<file path="config.mk">
export PLATFORM = sky130hd
export DESIGN_NAME = act_stream_ctrl
export DESIGN_NICKNAME = d
export VERILOG_FILES = /design/src/rtl/act_pkg.sv /design/src/rtl/act_sync_fifo.sv /design/src/rtl/act_stream_ctrl.sv
export SDC_FILE = /design/constraint.sdc
export NUM_CORES = 1
export LEC_CHECK = 0
export CORE_UTILIZATION = 40
export DETAILED_ROUTE_END_ITERATION = 8
export HOLD_SLACK_MARGIN = 0.03
export PLACE_DENSITY_LB_ADDON = 0.15
export SLEW_MARGIN = 20
export SYNTH_ARGS = -nofsm -noshare
export SYNTH_HDL_FRONTEND = slang
export SYNTH_HIERARCHICAL = 1
export SYNTH_SLANG_ARGS = --single-unit
</file>
<file path="constraint.sdc">
create_clock -name clk -period 5.4 [get_ports clk]
set_clock_uncertainty 0.1 [all_clocks]
set_input_delay 1.62 -clock clk [delete_from_list [all_inputs] [get_ports clk]]
set_output_delay 1.62 -clock clk [all_outputs]
set_load 0.05 [all_outputs]
</file>
<file path="src/rtl/act_pkg.sv">
// rtl/act_pkg.sv - shared types and constants for the activation stream controller
package act_pkg;

  typedef enum logic [1:0] {
    IDLE  = 2'd0,
    ISSUE = 2'd1,
    DRAIN = 2'd2
  } act_state_t;

  localparam int          ACT_DWIDTH = 32;
  localparam logic [31:0] ACT_NAN    = 32'h7FC00000;

endpackage

</file>
<file path="src/rtl/act_sync_fifo.sv">
// rtl/act_sync_fifo.sv - synchronous FIFO with occupancy count, full and empty flags
module act_sync_fifo
  import act_pkg::*;
#(
  parameter int DWIDTH = ACT_DWIDTH,
  parameter int DEPTH  = 8
) (
  input  logic                     clk,
  input  logic                     rst,
  input  logic                     push,
  input  logic [DWIDTH-1:0]        push_data,
  input  logic                     pop,
  output logic [DWIDTH-1:0]        head,
  output logic [$clog2(DEPTH):0]   count,
  output logic                     full,
  output logic                     empty
);

  localparam int AW = $clog2(DEPTH);
  localparam int CW = AW + 1;

  logic [DWIDTH-1:0] mem [DEPTH];
  logic [AW-1:0]     wr_ptr;
  logic [AW-1:0]     rd_ptr;
  logic              do_push;
  logic              do_pop;

  assign full    = (count == CW'(DEPTH));
  assign empty   = (count == '0);
  assign do_push = push && !full;
  assign do_pop  = pop && !empty;
  assign head    = mem[rd_ptr];

  // Pointers wrap naturally because DEPTH is a power of two.
  always_ff @(posedge clk) begin
    if (rst) begin
      wr_ptr <= '0;
      rd_ptr <= '0;
      count  <= '0;
      for (int i = 0; i < DEPTH; i++) mem[i] <= '0;
    end else begin
      if (do_push) begin
        mem[wr_ptr] <= push_data;
        wr_ptr      <= wr_ptr + AW'(1);
      end
      if (do_pop) rd_ptr <= rd_ptr + AW'(1);
      case ({do_push, do_pop})
        2'b10:   count <= count + CW'(1);
        2'b01:   count <= count - CW'(1);
        default: count <= count;
      endcase
    end
  end

endmodule

</file>
<file path="src/rtl/act_stream_ctrl.sv">
// rtl/act_stream_ctrl.sv - drives one activation core op at a time, results via output FIFO
module act_stream_ctrl
  import act_pkg::*;
#(
  parameter int                DWIDTH     = ACT_DWIDTH,
  parameter int                FIFO_DEPTH = 8,
  parameter int                TIMEOUT    = 64,
  parameter logic [DWIDTH-1:0] NAN_WORD   = ACT_NAN
) (
  input  logic              clk,
  input  logic              rst,
  input  logic [DWIDTH-1:0] in_data,
  input  logic              in_valid,
  output logic              in_ready,
  output logic [DWIDTH-1:0] core_x,
  output logic              core_start,
  input  logic [DWIDTH-1:0] core_y,
  input  logic              core_valid,
  output logic [DWIDTH-1:0] out_data,
  output logic              out_valid,
  input  logic              out_ready,
  output logic              err_timeout,
  output logic [15:0]       done_count
);

  localparam int CW = $clog2(FIFO_DEPTH) + 1;
  localparam int TW = $clog2(TIMEOUT) + 1;

  act_state_t        state_q;
  act_state_t        state_d;
  logic [TW-1:0]     timer_q;
  logic              accept;
  logic              push_req;
  logic              timeout_hit;
  logic [DWIDTH-1:0] push_data;
  logic [CW-1:0]     fifo_count;
  logic              fifo_full;
  logic              fifo_empty;

  // Accepting only with a free slot guarantees the single in-flight result always fits.
  assign in_ready   = (state_q == IDLE) && !rst && (fifo_count < CW'(FIFO_DEPTH));
  assign accept     = in_valid && in_ready;
  assign core_start = (state_q == ISSUE);
  assign out_valid  = !fifo_empty;

  always_comb begin
    state_d     = state_q;
    push_req    = 1'b0;
    push_data   = core_y;
    timeout_hit = 1'b0;
    case (state_q)
      IDLE: begin
        if (accept) state_d = ISSUE;
      end
      ISSUE: begin
        if (core_valid) begin
          push_req = 1'b1;
          state_d  = DRAIN;
        end else if (timer_q == TW'(TIMEOUT - 1)) begin
          push_req    = 1'b1;
          push_data   = NAN_WORD;
          timeout_hit = 1'b1;
          state_d     = DRAIN;
        end
      end
      DRAIN: begin
        if (!core_valid) state_d = IDLE;
      end
      default: state_d = IDLE;
    endcase
  end

  always_ff @(posedge clk) begin
    if (rst) begin
      state_q     <= IDLE;
      timer_q     <= '0;
      core_x      <= '0;
      err_timeout <= 1'b0;
      done_count  <= '0;
    end else begin
      state_q <= state_d;
      if (accept) core_x <= in_data;
      if (state_q == ISSUE && state_d == ISSUE) timer_q <= timer_q + TW'(1);
      else                                      timer_q <= '0;
      if (timeout_hit) err_timeout <= 1'b1;
      if (push_req)    done_count  <= done_count + 16'd1;
    end
  end

  act_sync_fifo #(
    .DWIDTH (DWIDTH),
    .DEPTH  (FIFO_DEPTH)
  ) u_fifo (
    .clk       (clk),
    .rst       (rst),
    .push      (push_req && !fifo_full),
    .push_data (push_data),
    .pop       (out_ready),
    .head      (out_data),
    .count     (fifo_count),
    .full      (fifo_full),
    .empty     (fifo_empty)
  );

endmodule

</file>
==> flow_summary.json <==
{
  "worst_slew_pin_slew_ns": 0.9042,
  "leakage_nw": 6.370,
  "seq_area_frac_synth_pct": 61.71,
  "clk_pin_slew_ns": 0.05,
  "outcome": "finished clean",
  "netlist_area_um2": 14760,
  "power_mw": 6.644,
  "boundaryPins": 153,
  "route.antenna.remaining_nets": 0,
  "clock_tree.root_cell": "sky130_fd_sc_hd__clkbuf_16",
  "share_of_the_clock_period_used_by_the_worst_path_after_layout_pct": 89.59,
  "die_width_um": 194.1,
  "path_delay_family": "buffers and inverters",
  "internal-power_mw": 4.832,
  "routed_wire_length_per_instance_um": 20.10,
  "insertedDiodeCount": 0,
  "filler_cell_count": 3085,
  "grt_start_max_net_pins": 70,
  "tritoncts": "done",
  "synth.net_count": 1123,
  "syn_avg_cell_area_um2": 14.11,
  "ys_warn_count": 6,
  "cts_repair_resize_count": 0,
  "wirelength_mm": 33.95,
  "place_hpwl_mm": 20.18,
  "grtUsageMet2_pct": 31.31,
  "final.hold.worst_slack_ns": 0.3529,
  "synth_ff_type": "sky130_fd_sc_hd__edfxtp_1",
  "data_required_time_at_the_worst_endpoint_ns": 3.68,
  "worstHoldPathType": "flip-flop to flip-flop",
  "grt-busiest-layer": "met2",
  "use_met1_pct": 23.42,
  "floorplan.core_area_um2": 35910,
  "gr-total-overflow": 0,
  "cts_setup_buffers": 0,
  "achievable-frequency_ghz": 0.2067,
  "final_number_of_setup_violating_endpoints": 0,
  "worst-path-max-fanout": 26,
  "tns_ns": 0,
  "pd_cells_nw_per_um2": 369.8,
  "maxCapViolCount": 0,
  "slowest_cell_on_the_critical_path": "sky130_fd_sc_hd__dfxtp_4",
  "cts_buffers": 37,
  "remaining_drc_errors": 0,
  "netlist-cell-type-count": 49,
  "timing_worst_setup_path_type": "flip-flop to output pin",
  "initial_core_util_pct": 41.10,
  "cts-hold-fix-buffers": 0,
  "via_per_instance_ratio": 5.084,
  "die_area_um2": 37670,
  "switching_power_summed_over_all_nets_mw": 1.812,
  "peakVddDrop_v": 0.0002070,
  "grt_use_met3_pct": 4.192,
  "async_reset_ff_share_pct": 0,
  "arrival_time_of_data_at_the_critical_path_endpoint_ns": 3.12,
  "drtPass1Iterations": 4,
  "cts_htree_levels": 2,
  "final-max-slew-violation-count": 0,
  "buffer_ports.inserted": 152,
  "power.clock.fraction_pct": 36.2,
  "max_slew_headroom_pct": 39.17,
  "syn-instance-count": 1046,
  "path_cells": "buf_12, mux4_2, mux2_2, clkdlybuf4s50_1",
  "rsz0062_at_grt": "false",
  "path_buf_inv": 2,
  "post_detailed_placement_cell_area_um2": 16800,
  "number_of_rows_in_the_core_area": 69,
  "dp_worst_setup_slack_ns": 0.9422,
  "vertical_die_dimension_um": 194.1,
  "postSynthRegisterBits": 327,
  "power.share.sequential_pct": 44.0,
  "finalHoldViolCount": 0,
  "area_delta_synth_final_pct": 21.73,
  "critical_path.endpoint_type": "output pin",
  "swShare_pct": 27.28,
  "synth_edf_count": 256,
  "antenna_found_initial": 0,
  "final.min_clock_period_ns": 4.838,
  "drt_iter0_markers": 378,
  "final_worst_path_setup_slack_ns": 0.5622,
  "final_layout_size_suffix_gt1_share_pct": 18.08,
  "clock_path_buffers": 3,
  "routed-via-count": 8587,
  "nets": 1278,
  "clock_sinks": 327,
  "grt_first_pass_wirelength_mm": 52.70,
  "timing.critical_path.slowest_cell_delay_ns": 0.74,
  "start_kind": "flip-flop",
  "final_design_area_no_fill_um2": 17970,
  "gp_congestion": 0.7452,
  "first_global_vias": 8948,
  "grt_usage_pct": 18.33,
  "share_comb_of_total_power_pct": 19.7,
  "clkLatencyLatePin_ns": 0.52
}
-- final timing paths --
kind	from	endpoint	slack [ns]	depth (start not counted)
setup / recovery	flip-flop	out_data[0]	0.56	4
hold / removal	core_x[19]$_SDFFE_PP0P_	core_x[19]$_SDFFE_PP0P_	0.35	2
setup reg to reg	timer_q[0]$_SDFF_PP0_	u_fifo/count[3]$_SDFFE_PP0P_	2.14	11
hold reg to reg	core_x[19]$_SDFFE_PP0P_	core_x[19]$_SDFFE_PP0P_	0.35	2
-- cells in the final DEF (no fill, tap or decap), drive strengths merged, types with 4 or more instances in the layout --
master,count
mux2,34
xor2,7
clkdlybuf4s50,150
clkbuf,50
or3,8
and2,257
o31ai,5
nand4,5
buf,31
dfxtp,71
o21bai,4
nand2,77
nor2b,25
nand3,10
clkinv,13
and3,4
nor2,29
nor3,4
edfxtp,256
nor4,6
ha,7
inv,10
mux4,64
or2,16
a21oi,51
o21ai,9
or4,5
-- logic make-up after synthesis --
family	Yosys count	synth area share (%)
AND/OR/NAND/NOR	455	18.50
flip-flops	327	61.71
multiplexers	101	12.56
buffers and inverters	74	3.247
AO/OA/AOI/OAI	71	2.653
XOR/XNOR	10	0.5934
adder cells (fa/ha/maj)	8	0.7290
-- metrics by stage --
stage | utilization [%] | cells
2_1_floorplan | - | 1046
3_3_place_gp | 46.77 | 1623
3_5_place_dp | 46.77 | 1623
4_1_cts | 50.02 | 1689
5_1_grt | 50.03 | 1689
6_report | 50.03 | 1689
-- state kept, by name, summed over array words and instances (netlist names), named ones only --
name and flops:
u_fifo/count 4, u_fifo/wr_ptr 3, state_q 2, core_x 32
timer_q 7, err_timeout 1, u_fifo/rd_ptr 3, done_count 16
u_fifo/mem 256
-- tightest hold or removal path: cells and delay by family (launching register included) --
kind,cells,cell delay [ns]
DFF,1,0.30
and+or+nand+nor,1,0.05
AOI/OAI and AO/OA,1,0.05
-- synthesized netlist by cell type, types with 3 or more instances --
cell type	n	area, um2
sky130_fd_sc_hd__o31ai_1	5	37.54
sky130_fd_sc_hd__and2_1	257	1608
sky130_fd_sc_hd__or3_1	8	50.05
sky130_fd_sc_hd__xor2_1	7	61.31
sky130_fd_sc_hd__xnor2_1	3	26.28
sky130_fd_sc_hd__ha_1	7	87.58
sky130_fd_sc_hd__and3_1	4	25.02
sky130_fd_sc_hd__or4_1	5	37.54
sky130_fd_sc_hd__dfxtp_1	71	1421
sky130_fd_sc_hd__clkbuf_1	28	105.1
sky130_fd_sc_hd__mux2_2	34	382.9
sky130_fd_sc_hd__a21oi_1	51	255.2
sky130_fd_sc_hd__nor2b_1	25	156.4
sky130_fd_sc_hd__buf_2	11	55.05
sky130_fd_sc_hd__o21bai_1	4	30.03
sky130_fd_sc_hd__nand2_1	76	285.3
sky130_fd_sc_hd__nand4_1	4	25.02
sky130_fd_sc_hd__or2_1	4	25.02
sky130_fd_sc_hd__mux4_2	64	1441
sky130_fd_sc_hd__inv_1	9	33.78
sky130_fd_sc_hd__nand3_1	8	40.04
sky130_fd_sc_hd__buf_6	25	281.5
sky130_fd_sc_hd__or2_2	12	75.07
sky130_fd_sc_hd__nor4_1	3	18.77
sky130_fd_sc_hd__o21ai_0	9	45.04
sky130_fd_sc_hd__mux2i_1	3	30.03
sky130_fd_sc_hd__nor2_1	25	93.84
sky130_fd_sc_hd__edfxtp_1	256	7687
-- final cells by class --
type | instances | area (um2) | area share, %
Timing Repair Buffer | 181 | 1844 | 10.26
Multi-Input combinational cell | 645 | 5230 | 29.11
Inverter | 9 | 33.78 | 0.1880
Clock inverter | 16 | 152.6 | 0.8496
Sequential cell | 327 | 9115 | 50.73
Tap cell | 461 | 576.8 | 3.210
Clock buffer | 50 | 1015 | 5.648
-- per-layer routing --
| metal | routed length, um | part of all wire [%] |
|---|---|---|
| met4 | 638 | 1.9 |
| met2 | 16540 | 49 |
| met3 | 2034 | 6.0 |
| met1 | 14750 | 43 |
| met5 | 0 | 0 |
-- power by group through the flow --
stage	clock (mW)	sequential, mW	combinational, mW
2_1_floorplan	0	2.96	0.923
3_3_place_gp	0	2.98	1.33
5_1_grt	2.55	2.95	1.40
3_5_place_dp	0	2.98	1.33
6_report	2.41	2.93	1.31
4_1_cts	2.47	2.93	1.33
Power figures use the tool's default switching activity.
